--- config.mk ---
export PLATFORM = sky130hd
export DESIGN_NAME = br_resolve_unit
export DESIGN_NICKNAME = d
export VERILOG_FILES = /design/src/rtl/core_pkg.sv /design/src/rtl/br_age_cmp.sv /design/src/rtl/br_resolve_unit.sv
export SDC_FILE = /design/constraint.sdc
export NUM_CORES = 1
export LEC_CHECK = 0
export BUFFER_PORTS_ARGS = -buffer_cell sky130_fd_sc_hd__clkbuf_2
export CORE_MARGIN = 2
export CORE_UTILIZATION = 34
export CTS_BUF_LIST = sky130_fd_sc_hd__clkbuf_4 sky130_fd_sc_hd__clkbuf_8 sky130_fd_sc_hd__clkbuf_16
export DETAILED_ROUTE_END_ITERATION = 10
export PLACE_DENSITY = 0.54
export SLEW_MARGIN = 10
export SYNTH_ARGS = -nofsm -noshare
export SYNTH_HDL_FRONTEND = slang
export SYNTH_HIERARCHICAL = 1
export SYNTH_SLANG_ARGS = --single-unit
--- constraint.sdc ---
create_clock -name clk -period 5 [get_ports clk]
set_input_delay 0.25 -clock clk [delete_from_list [all_inputs] [get_ports clk]]
set_output_delay 0.25 -clock clk [all_outputs]
set_load 0.01 [all_outputs]
--- src/rtl/core_pkg.sv ---
// Shared types and sizing for the branch-tag allocator / mispredict recovery stage.
package core_pkg;

  localparam int N_BR_TAGS = 8;
  localparam int TAG_W     = $clog2(N_BR_TAGS);
  localparam int ROB_IDX_W = 6;
  localparam int XLEN      = 32;

  typedef logic [TAG_W-1:0] br_tag_t;
  // Queue pointer: tag index plus a wrap bit so full and empty can be told apart.
  typedef logic [TAG_W:0]   br_ptr_t;

  typedef enum logic [1:0] {BR_FREE, BR_PEND, BR_OK} br_state_e;
  typedef enum logic [0:0] {BR_IDLE, BR_FLUSH}        br_fsm_e;

  typedef struct packed {
    br_state_e            state;
    logic [ROB_IDX_W-1:0] rob_idx;
  } br_entry_t;

  function automatic br_tag_t tag_age(input br_tag_t t, input br_tag_t head);
    return br_tag_t'(t - head);
  endfunction

endpackage

--- src/rtl/br_age_cmp.sv ---
// Age compare relative to the queue head: liveness of tag_a and relative age of tag_a vs tag_b.
module br_age_cmp
  import core_pkg::*;
(
  input  br_tag_t head_i,
  input  br_ptr_t count_i,
  input  br_tag_t tag_a_i,
  input  br_tag_t tag_b_i,
  output logic    live_a_o,
  output logic    a_older_b_o
);

  br_tag_t age_a;
  br_tag_t age_b;

  always_comb begin
    age_a       = tag_age(tag_a_i, head_i);
    age_b       = tag_age(tag_b_i, head_i);
    live_a_o    = {1'b0, age_a} < count_i;
    a_older_b_o = age_a < age_b;
  end

endmodule

--- src/rtl/br_resolve_unit.sv ---
// Branch-tag allocator with out-of-order resolution, in-order commit and
// single-pulse flush/redirect on a mispredict.
//
// state    | meaning
// BR_IDLE  | normal operation, allocation allowed
// BR_FLUSH | redirect/flush pulse driven this cycle, allocation blocked
module br_resolve_unit
  import core_pkg::*;
(
  input  logic                 clk,
  input  logic                 rst_n,
  input  logic                 alloc_req_i,
  input  logic [ROB_IDX_W-1:0] alloc_rob_idx_i,
  output logic                 alloc_ready_o,
  output br_tag_t              alloc_tag_o,
  input  logic                 beu_valid_i,
  input  br_tag_t              beu_tag_i,
  input  logic                 beu_mispred_i,
  input  logic [XLEN-1:0]      beu_target_i,
  input  logic                 commit_br_i,
  output logic                 redirect_valid_o,
  output logic [XLEN-1:0]      redirect_pc_o,
  output logic                 flush_valid_o,
  output br_tag_t              flush_tag_o,
  output logic [ROB_IDX_W-1:0] flush_rob_idx_o,
  output logic                 empty_o
);

  localparam br_ptr_t PTR_ONE = br_ptr_t'(1);

  br_entry_t            entry_q [N_BR_TAGS];
  br_entry_t            entry_d [N_BR_TAGS];
  br_ptr_t              head_q, head_d;
  br_ptr_t              tail_q, tail_d;
  br_fsm_e              fsm_q, fsm_d;
  logic [XLEN-1:0]      pc_q, pc_d;
  br_tag_t              ftag_q, ftag_d;
  logic [ROB_IDX_W-1:0] frob_q, frob_d;

  br_ptr_t count;
  br_tag_t head_idx;
  br_tag_t tail_idx;
  br_tag_t beu_age;
  logic    full;
  logic    empty;
  logic    beu_live;
  logic    beu_older;
  logic    beu_hit;
  logic    mis_take;
  logic    resolve_ok;
  logic    commit_ok;
  logic    alloc_fire;

  assign count    = tail_q - head_q;
  assign head_idx = head_q[TAG_W-1:0];
  assign tail_idx = tail_q[TAG_W-1:0];
  assign full     = count[TAG_W];
  assign empty    = (count == '0);
  assign beu_age  = tag_age(beu_tag_i, head_idx);

  br_age_cmp u_age_cmp (
    .head_i      (head_idx),
    .count_i     (count),
    .tag_a_i     (beu_tag_i),
    .tag_b_i     (ftag_q),
    .live_a_o    (beu_live),
    .a_older_b_o (beu_older)
  );

  // During FLUSH only a mispredict older than the one being flushed may preempt it.
  assign beu_hit    = beu_valid_i && beu_live && (entry_q[beu_tag_i].state == BR_PEND);
  assign mis_take   = beu_hit && beu_mispred_i && ((fsm_q == BR_IDLE) || beu_older);
  assign resolve_ok = beu_hit && (!beu_mispred_i || mis_take);
  assign commit_ok  = commit_br_i && !empty && (entry_q[head_idx].state == BR_OK);
  assign alloc_fire = alloc_req_i && alloc_ready_o;

  always_comb begin
    entry_d = entry_q;
    head_d  = head_q;
    tail_d  = tail_q;
    pc_d    = pc_q;
    ftag_d  = ftag_q;
    frob_d  = frob_q;
    fsm_d   = mis_take ? BR_FLUSH : BR_IDLE;

    if (alloc_fire) begin
      entry_d[tail_idx] = '{state: BR_PEND, rob_idx: alloc_rob_idx_i};
      tail_d            = tail_q + PTR_ONE;
    end

    if (resolve_ok) entry_d[beu_tag_i].state = BR_OK;

    // Rewind frees everything younger, including a same-cycle allocation.
    if (mis_take) begin
      pc_d   = beu_target_i;
      ftag_d = beu_tag_i;
      frob_d = entry_q[beu_tag_i].rob_idx;
      tail_d = head_q + {1'b0, beu_age} + PTR_ONE;
      for (int i = 0; i < N_BR_TAGS; i++) begin
        if (tag_age(br_tag_t'(i), head_idx) > beu_age) entry_d[i].state = BR_FREE;
      end
    end

    if (commit_ok) begin
      entry_d[head_idx].state = BR_FREE;
      head_d                  = head_q + PTR_ONE;
    end
  end

  always_ff @(posedge clk or negedge rst_n) begin
    if (!rst_n) begin
      for (int i = 0; i < N_BR_TAGS; i++) entry_q[i] <= '{state: BR_FREE, rob_idx: '0};
      head_q <= '0;
      tail_q <= '0;
      fsm_q  <= BR_IDLE;
      pc_q   <= '0;
      ftag_q <= '0;
      frob_q <= '0;
    end else begin
      for (int i = 0; i < N_BR_TAGS; i++) entry_q[i] <= entry_d[i];
      head_q <= head_d;
      tail_q <= tail_d;
      fsm_q  <= fsm_d;
      pc_q   <= pc_d;
      ftag_q <= ftag_d;
      frob_q <= frob_d;
    end
  end

  assign alloc_ready_o    = !full && (fsm_q == BR_IDLE);
  assign alloc_tag_o      = tail_idx;
  assign redirect_valid_o = (fsm_q == BR_FLUSH);
  assign flush_valid_o    = (fsm_q == BR_FLUSH);
  assign redirect_pc_o    = pc_q;
  assign flush_tag_o      = ftag_q;
  assign flush_rob_idx_o  = frob_q;
  assign empty_o          = empty;

  // Commit is only legal on a resolved head.
  commit_legal_a : assert property (@(posedge clk) disable iff (!rst_n)
    commit_br_i |-> (!empty && (entry_q[head_idx].state == BR_OK)));

endmodule

==> impl_metrics.ini <==
[place]
gp_congestion = 0.858
dp_slack_ns = 0.937
placed_area_um2 = 7230
place_inst = 841
dp_hpwl_um = 11700
port_buffers = 94

[synth]
synth_edf_count = 0
synth_ff_type = dfrtp_1
seq_area_frac_synth = 0.438
syn_nets = 609
synthTopCellsByArea = dfrtp_1 (44%), mux2_2 (17%), ha_1 (5.8%)
async_reset_ff_frac = 1.00
synth_area_um2 = 6520
yosysWarnings = 6
syn_inst = 527
synth_top_area_share = 0.438
syn_area_per_cell_um2 = 12.4
ys_ff_latch = 114
yosys.area.top_type = dfrtp_1
synth.distinct_cells = 68

[floorplanning]
num_io_pins = 95
die_w_um = 142
rows = 50
die-area_um2 = 20300
die_h_um = 142
core_um2 = 18800
initial_utilization = 0.347

[cts]
clk_pin_slew_ns = 0.06
tritoncts = built
cts_resized = 0
numCtsBuffers = 17
htreeDepth = 4
clock-sinks = 114
clkLatencyLatePin_ns = 0.42
cts.path.max_buffers = 2
clockRootBuffer = clkbuf_16

[pwr]
switching_share = 0.388
vdd_drop_max_mv = 0.342
p_comb_frac = 0.490
p_per_area_nw_per_um2 = 762
p_clk_frac = 0.226
switching_power_mw = 2.33
p_int_mw = 3.69
seqPwrFrac = 0.283
power_mw = 6.02
p_leak_nw = 3.50

[worst_hold_path]
hold_start = beu_target_i[19]
whs_path_depth = 2
hold_end = redirect_pc_o[19]
hold_path_class = input port to flip-flop

[global_route]
grt_usage = 0.176
antenna_found_initial = 0
grt_first_pass_wirelength_um = 27400
grt_pass1_vias = 5102
grt_max_degree = 68
grt_overflow = 0

[timing]
hold_viol = 0
slew_headroom = 0.332
tns_ns = 0
min_period_ns = 4.03
finClkSkew_ns = 0.00536
finalCritPeriodShare = 0.807
tightestPinTransition_ns = 1.00
fmax_mhz = 248
timing.hold.ws_ns = 0.0583
timing.final.ws_setup_ns = 0.967
final-setup-viol-count = 0
rsz0062_at_grt = false
final_max_slew_viol_count = 0

[route]
vias_per_cell = 5.34
routedWlPerCell_um = 18.8
met1_length_um = 7500
dr_wl_met3_um = 719
vias = 4666
firstDrtPassIters = 5
drtIter0Drc = 305
finalWirelength_um = 16500
routed-wl-met2_um = 7920
highest_layer = met4
antenna_left = 0
route.detailed.drc = 0

[worst_setup_path]
critPathMaxFanout = 29
critPathArrivalTime_ns = 4.34
crit_path_start_kind = flip-flop
reg2reg_from = tail_q[0]
crit_required_ns = 5.30
r2r_setup_slack_ns = 0.97
r2r_cells = 15
crit_type = flip-flop to flip-flop
r2r_end = tail_q[0]
endpoint_kind = flip-flop

[final_layout]
drive_gt1_frac = 0.398
final_common_cell = dfrtp_1
fin_util = 0.421
design_area_um2 = 7900
layout_common_cells = dfrtp_1 (114), mux2_2 (97), clkbuf_2 (93)
stdcell_count = 874
diodes = 0
area_delta_synth_final_pct = 21.2
nets = 709

[run]
maxCapViolCount = 0

[run_status]
status = finished clean
cell type report:
cell class              instances  area [µm²]
flip-flops and latches        114        2850
multi-input cells             360        3430
repair buffers                104         551
clock buffers                  20         460
fillers                      1805       10900
well taps                     234         293
clock inverters                12         203
inverters                      30         113
repair_timing:
item / 4_1_cts / 5_1_grt
hold endpoints to repair: 66 / 0
hold buffers: 1 / 0
setup buffers: 0 / 0
worst max-delay path, cell delays in order (launching register included):
cell and delay (ns):
dfrtp_1 0.55, inv_1 0.32, ha_1 0.21, inv_1 0.05, fa_1 0.37, xor2_1 0.27, inv_1 0.08, ha_1 0.21
a211oi_1 0.15, or3_1 0.13, nand2_1 0.05, a221oi_2 0.25, nand4_2 0.32, nor2_4 0.18, buf_4 0.37, mux2_2 0.39
synthesized netlist by cell type (all sizes together) (2+ instances only):
| cell type | n |
|---|---|
| mux4 | 4 |
| a211o | 3 |
| or3 | 2 |
| a211oi | 10 |
| o32a | 4 |
| nor3b | 4 |
| mux2 | 97 |
| a21oi | 13 |
| nand2 | 10 |
| xnor2 | 13 |
| and4 | 3 |
| a2111oi | 11 |
| nor2b | 12 |
| o2bb2ai | 2 |
| a21o | 2 |
| a221oi | 9 |
| and2 | 2 |
| a21boi | 2 |
| nor2 | 17 |
| a22oi | 2 |
| nand4 | 5 |
| clkbuf | 6 |
| mux2i | 13 |
| nand2b | 15 |
| and3 | 5 |
| o21ai | 11 |
| ha | 30 |
| fa | 5 |
| o21a | 4 |
| o32ai | 3 |
| nand3b | 4 |
| nor3 | 14 |
| clkinv | 2 |
| buf | 17 |
| o221ai | 2 |
| nand3 | 7 |
| dfrtp | 114 |
| xor2 | 6 |
| inv | 28 |
logic make-up after synthesis:
family,count (synthesis),synth area share
xor+xnor,20,0.0301
fa+ha+maj,36,0.0745
buf+inv,53,0.0363
mux,114,0.201
compound gates,86,0.123
simple gates,104,0.0974
flops,114,0.438
per-layer routing:
layer,vias up,GRT usage
met5,-,0
met4,0,0.0636
met3,28,0.0485
met2,103,0.286
met1,2392,0.225
li1,2143,-
how the worst max path moves through the flow:
stage                     startpoint           endpoint  slack [ns]  cells after the start
after floorplan            tail_q[0]   redirect_pc_o[0]        1.31                     16
after global placement     tail_q[0]  redirect_pc_o[27]        1.07                     15
after detailed placement   tail_q[0]  redirect_pc_o[27]        0.94                     15
after CTS                  tail_q[0]          tail_q[0]        0.94                     15
after global routing       tail_q[0]          tail_q[0]        0.60                     15
final                      tail_q[0]          tail_q[0]        0.97                     15
power groups by stage:
stage	logic [mW]	clock network [mW]	registers [mW]
after floorplan	2.14	0	1.71
after global placement	2.84	0	1.70
after detailed placement	2.96	0	1.72
after CTS	2.97	1.39	1.71
after global routing	3.29	1.44	1.78
final	2.95	1.36	1.71
(Power assumes the default switching activity.)
